===== src/rtl/cordic_rotator.sv =====
// Iterative rotation-mode CORDIC: one micro-rotation per clock, angle constants from an external atan ROM.
// Optional gain compensation (SCALE state, x,y * 1/K) is built when CORDIC_GAIN_COMP_EN is defined.
module cordic_rotator #(
  parameter int Width = 16,
  parameter int Iters = 16
) (
  input  logic                    clk_i,
  input  logic                    rst_ni,
  input  logic                    start_i,
  input  logic signed [Width-1:0] x_i,
  input  logic signed [Width-1:0] y_i,
  input  logic signed [Width-1:0] z_i,
  output logic                    ready_o,
  output logic                    done_o,
  output logic signed [Width-1:0] x_o,
  output logic signed [Width-1:0] y_o,
  output logic signed [Width-1:0] z_o,
  output logic [3:0]              rom_addr_o,
  input  logic signed [Width-1:0] rom_data_i
);
  localparam int XW = Width + 2;
  localparam int ZW = Width + 1;
  localparam logic [3:0] LastIter = 4'(Iters - 1);
  localparam logic signed [ZW-1:0] ZMax = ZW'(23040);  // +90.0 degrees in Q8.8

`ifdef CORDIC_GAIN_COMP_EN
  typedef enum logic [1:0] {IDLE, ROTATE, SCALE, DONE} state_e;

  localparam int PW = XW + Width;
  localparam logic signed [Width-1:0] InvK = Width'(19898);  // 1/K in Q0.15

  function automatic logic signed [XW-1:0] scale_xy(input logic signed [XW-1:0] v);
    logic signed [PW-1:0] prod;
    prod = PW'(v) * PW'(InvK) + PW'(1 <<< 14);
    scale_xy = XW'(prod >>> 15);
  endfunction
`else
  typedef enum logic [1:0] {IDLE, ROTATE, DONE} state_e;
`endif

  function automatic logic signed [Width-1:0] sat_xy(input logic signed [XW-1:0] v);
    if (&v[XW-1:Width-1] || ~|v[XW-1:Width-1]) sat_xy = v[Width-1:0];
    else if (v[XW-1]) sat_xy = {1'b1, {(Width-1){1'b0}}};
    else sat_xy = {1'b0, {(Width-1){1'b1}}};
  endfunction

  function automatic logic signed [ZW-1:0] clamp_z(input logic signed [Width-1:0] z);
    logic signed [ZW-1:0] ze;
    ze = ZW'(z);
    if (ze > ZMax) clamp_z = ZMax;
    else if (ze < -ZMax) clamp_z = -ZMax;
    else clamp_z = ze;
  endfunction

  state_e                  state_q;
  logic [3:0]              cnt_q;
  logic                    ready_q, done_q;
  logic signed [Width-1:0] xo_q, yo_q, zo_q;
  logic signed [XW-1:0]    x_q, y_q, x_d, y_d, x_sh, y_sh;
  logic signed [ZW-1:0]    z_q, z_d, rom_ext;

  assign x_sh    = x_q >>> cnt_q;
  assign y_sh    = y_q >>> cnt_q;
  assign rom_ext = ZW'(rom_data_i);

  // One micro-rotation; the sign of the residual angle picks the direction.
  always_comb begin
    if (z_q[ZW-1]) begin
      x_d = x_q + y_sh;
      y_d = y_q - x_sh;
      z_d = z_q + rom_ext;
    end else begin
      x_d = x_q - y_sh;
      y_d = y_q + x_sh;
      z_d = z_q - rom_ext;
    end
  end

  always_ff @(posedge clk_i) begin
    if (!rst_ni) begin
      state_q <= IDLE;
      cnt_q   <= '0;
      ready_q <= 1'b1;
      done_q  <= 1'b0;
      xo_q    <= '0;
      yo_q    <= '0;
      zo_q    <= '0;
    end else begin
      done_q <= 1'b0;
      case (state_q)
        IDLE, DONE: begin
          if (state_q == DONE) begin
            xo_q   <= sat_xy(x_q);
            yo_q   <= sat_xy(y_q);
            zo_q   <= z_q[Width-1:0];
            done_q <= 1'b1;
          end
          if (start_i) begin
            x_q     <= XW'(x_i);
            y_q     <= XW'(y_i);
            z_q     <= clamp_z(z_i);
            cnt_q   <= '0;
            state_q <= ROTATE;
            ready_q <= 1'b0;
          end else begin
            state_q <= IDLE;
            ready_q <= 1'b1;
          end
        end
        ROTATE: begin
          x_q <= x_d;
          y_q <= y_d;
          z_q <= z_d;
          if (cnt_q == LastIter) begin
`ifdef CORDIC_GAIN_COMP_EN
            state_q <= SCALE;
`else
            state_q <= DONE;
            ready_q <= 1'b1;
`endif
          end else begin
            cnt_q <= cnt_q + 4'd1;
          end
        end
`ifdef CORDIC_GAIN_COMP_EN
        SCALE: begin
          x_q     <= scale_xy(x_q);
          y_q     <= scale_xy(y_q);
          state_q <= DONE;
          ready_q <= 1'b1;
        end
`endif
        default: begin
          state_q <= IDLE;
          ready_q <= 1'b1;
        end
      endcase
    end
  end

  assign ready_o    = ready_q;
  assign done_o     = done_q;
  assign x_o        = xo_q;
  assign y_o        = yo_q;
  assign z_o        = zo_q;
  assign rom_addr_o = cnt_q;
endmodule


===== config.mk =====
export PLATFORM = sky130hd
export DESIGN_NAME = cordic_rotator
export DESIGN_NICKNAME = d
export VERILOG_FILES = /design/src/rtl/cordic_rotator.sv
export SDC_FILE = /design/constraint.sdc
export NUM_CORES = 1
export LEC_CHECK = 0
export ABC_AREA = 1
export CORE_ASPECT_RATIO = 0.5
export CORE_MARGIN = 3
export CORE_UTILIZATION = 56
export CTS_CLUSTER_SIZE = 25
export DETAILED_ROUTE_END_ITERATION = 8
export GPL_ROUTABILITY_DRIVEN = 0
export PLACE_DENSITY = 0.81
export SLEW_MARGIN = 25
export SYNTH_ARGS = -nofsm -noshare
export SYNTH_HDL_FRONTEND = slang
export SYNTH_SLANG_ARGS = --single-unit

===== constraint.sdc =====
create_clock -name clk_i -period 7.82 [get_ports clk_i]
set_input_delay 2.346 -clock clk_i [delete_from_list [all_inputs] [get_ports clk_i]]
set_output_delay 2.346 -clock clk_i [all_outputs]
set_load 0.005 [all_outputs]

==> results.cfg <==
[die]
ios = 121
coreArea_mm2 = 0.01582
fp.dieW_um = 188.2
die_area_mm2 = 0.01828
fp.dieH_um = 97.12
row_count = 32
initial_core_util = 0.5880

[pwr]
power_density_mw_per_mm2 = 198.6
clkPwrFrac = 0.226
peakVddDrop_mv = 0.1101
internal_power_mw = 1.279
pwr-share-seq = 0.323
combPwrFrac = 0.451
switchingPower_mw = 0.8836
leakage_nw = 4.756
finalPower_mw = 2.162
p_sw_frac = 0.4086

[placed_design]
place_area_mm2 = 0.01059
pre_cts_slack_ns = 2.226
hpwl_um = 20150
dpl.cell_count = 1672
io_buffers = 120

[clock_network]
post-cts-setup-buffer-count = 0
htree_levels = 3
clk_latency_ns = 0.36
numCtsBuffers = 9
cts.clk_slew.worst_paths_ns = 0.08
postCtsHoldBufs = 0
cts_root_buffer = clkbuf_16
post_cts_resize_count = 0
clk_path_buf_depth = 2
cts_tree = built
cts_sinks = 109

[critical_path]
path_common_cell = nand2_1
cpMaxStageDelayCell = clkdlybuf4s50_1
critPathMaxStageDelay_ns = 0.45
cp_num_buf_inv = 2
critPathTopFamily = compound AO/OA/AOI/OAI gates
r2r_setup_slack_ns = 2.86
cp-end-kind = register
crit_arrival_ns = 5.43
cp_max_fo = 5
required_ns = 7.93
crit_chain = clkdlybuf4s50_1, nor3_1, nand2_1, o21ai_0, xnor2_1, ha_1, nand2_1, inv_1, nand4_1, nand2_1, a21boi_0, o21ai_0, a31oi_1, nand2_1, nand2_1, o21ai_0
crit_path_start_kind = input pin
critPathKind = input pin to register

[synthesis]
synth_top_family_by_area = simple AND/OR/NAND/NOR gates
synth_area_leaders = edfxtp_1, nand2_1, dfxtp_1, nand3_1, ha_1
yosysWarningCount = 0
ys_ff_latch = 109
yosys.area_share.simple = 0.3373
synth_compound_gate_area_share = 0.1631
muxShareOfSynthArea = 0
synth_top_area_frac = 0.1712
synth_cells = 1382
syn-num-nets = 1507
synth.distinct_cells = 45
netlist_area_mm2 = 0.009299
synth_area_per_cell_um2 = 6.729
ys_seq_area_frac = 0.2917
synth-adder-area-share = 0.08046
synthArstFlopShare = 0
synth-main-ff-cell = dfxtp_1
synth_edf_count = 53
synth-xor-area-share = 0.05934
synth_top_area_cell = edfxtp_1

[cells_and_area]
area_growth_syn_to_layout_pct = 17.09
num_antenna_cells = 0
drive_gt1_frac = 0.04707
layout_commonest_cell = nand2_1
stdcell_count = 1687
nets = 1587
final_cell_mix = nand2_1, nand3_1, clkdlybuf4s50_1
utilization = 0.6884
stdcell_area_mm2 = 0.01089

[sta]
clock_skew_ns = 0.01203
min_period_over_period = 0.6803
slew_headroom = 0.3849
final-hold-violation-count = 0
holdWs_ns = 0.4654
drv_slew = 0
finalSetupTns_ns = 0
rsz0062_at_grt = no
fmax_ghz = 0.1880
setup_slack_ns = 2.500
finalSetupViolCount = 0
worst_pin_slew_ns = 0.9214
post-route-min-period_ns = 5.320

[drt]
vias_per_cell = 5.874
dr.pass1.iters = 6
detail_route.iter0.violations = 1063
postRouteAntennaNets = 0
routedWlPerCell_um = 15.92
routed_wl_um = 26860
num_vias = 9910
post-route-drc-count = 0

[global_routing]
antenna_found_initial = 0
grt_pass1_vias = 9188
overflow = 0
grt_pass1_wl_um = 44160
track_usage = 0.2917
grt_start_max_net_pins = 66

[worst_hold_path]
worstHoldPathType = register to register

[run]
drv_cap = 0

[outcome]
status = completed
-- power by group through the flow --
stage	clock, mW	sequential [mW]	combinational (mW)
after detailed placement	0	0.708	0.948
after global placement	0	0.708	0.917
final	0.489	0.698	0.976
after floorplan	0	0.688	0.735
after CTS	0.490	0.695	0.957
after global routing	0.517	0.701	1.10
-- kinds of logic (layout without fill, tap and decap cells) --
family	after synthesis	in the layout
AOI/OAI and AO/OA	275	275
buffers and inverters	148	232
and+or+nand+nor	729	729
adders and majority gates	58	58
xor gates and xnor gates	63	63
DFF	109	109
-- per-layer routing --
metal,wire [um],vias to the layer above,global-route usage
li1,-,4863,-
met1,11520,4462,0.4017
met2,12000,524,0.4758
met3,2852,61,0.05225
met4,492,0,0.07488
met5,0,-,0
-- registers in the layout, summed over array words and instances (netlist names) --
name        cells
y_q            18
y_o            16
z_q            17
z_o            16
state_q         2
ready_o         1
done_o          1
rom_addr_o      4
x_q            18
x_o            16
-- area by class of cell --
| cell class | instances | area [um2] |
|---|---|---|
| Clock inverter | 6 | 76.32 |
| Tap cell | 221 | 276.5 |
| Multi-Input combinational cell | 1125 | 5967 |
| Fill cell | 1373 | 4927 |
| Timing Repair Buffer | 130 | 1296 |
| Clock buffer | 9 | 225.2 |
| Inverter | 87 | 334.1 |
| Sequential cell | 109 | 2713 |
-- worst min-delay path, cell delays in order (launching register included) --
cell,delay (ns)
dfxtp_1,0.31
nand2_1,0.06
a21oi_1,0.05
-- final timing paths --
kind | endpoint | start | depth (start not counted)
min | y_o[8] | y_o[8] | 2
max reg2reg | y_q[14] | rom_addr_o[1] | 21
min reg2reg | y_o[8] | y_o[8] | 2
max | z_q[14] | rom_data_i[0] | 16
-- synth_stat cells (2+ instances only) --
cell type	instances
o31ai_1	7
a21oi_1	105
o21bai_1	4
a21o_1	4
o21ai_2	6
nor4_1	2
nor2_1	84
buf_1	4
nand2_1	388
o211ai_1	2
dfxtp_1	56
o21ai_0	119
o21ai_1	4
buf_4	4
or2_2	5
nor3_1	11
nor2_4	3
o311ai_0	2
a31oi_1	6
nand3_1	208
nor2_2	6
nand4_1	4
xnor2_1	29
a21boi_0	5
ha_1	55
fa_1	3
o21a_1	5
nand2_2	12
edfxtp_1	53
xor2_1	34
buf_2	14
nand3_2	4
inv_1	84
clkbuf_1	34
o2111ai_1	2
buf_6	5
Power figures use the tool's default switching activity.
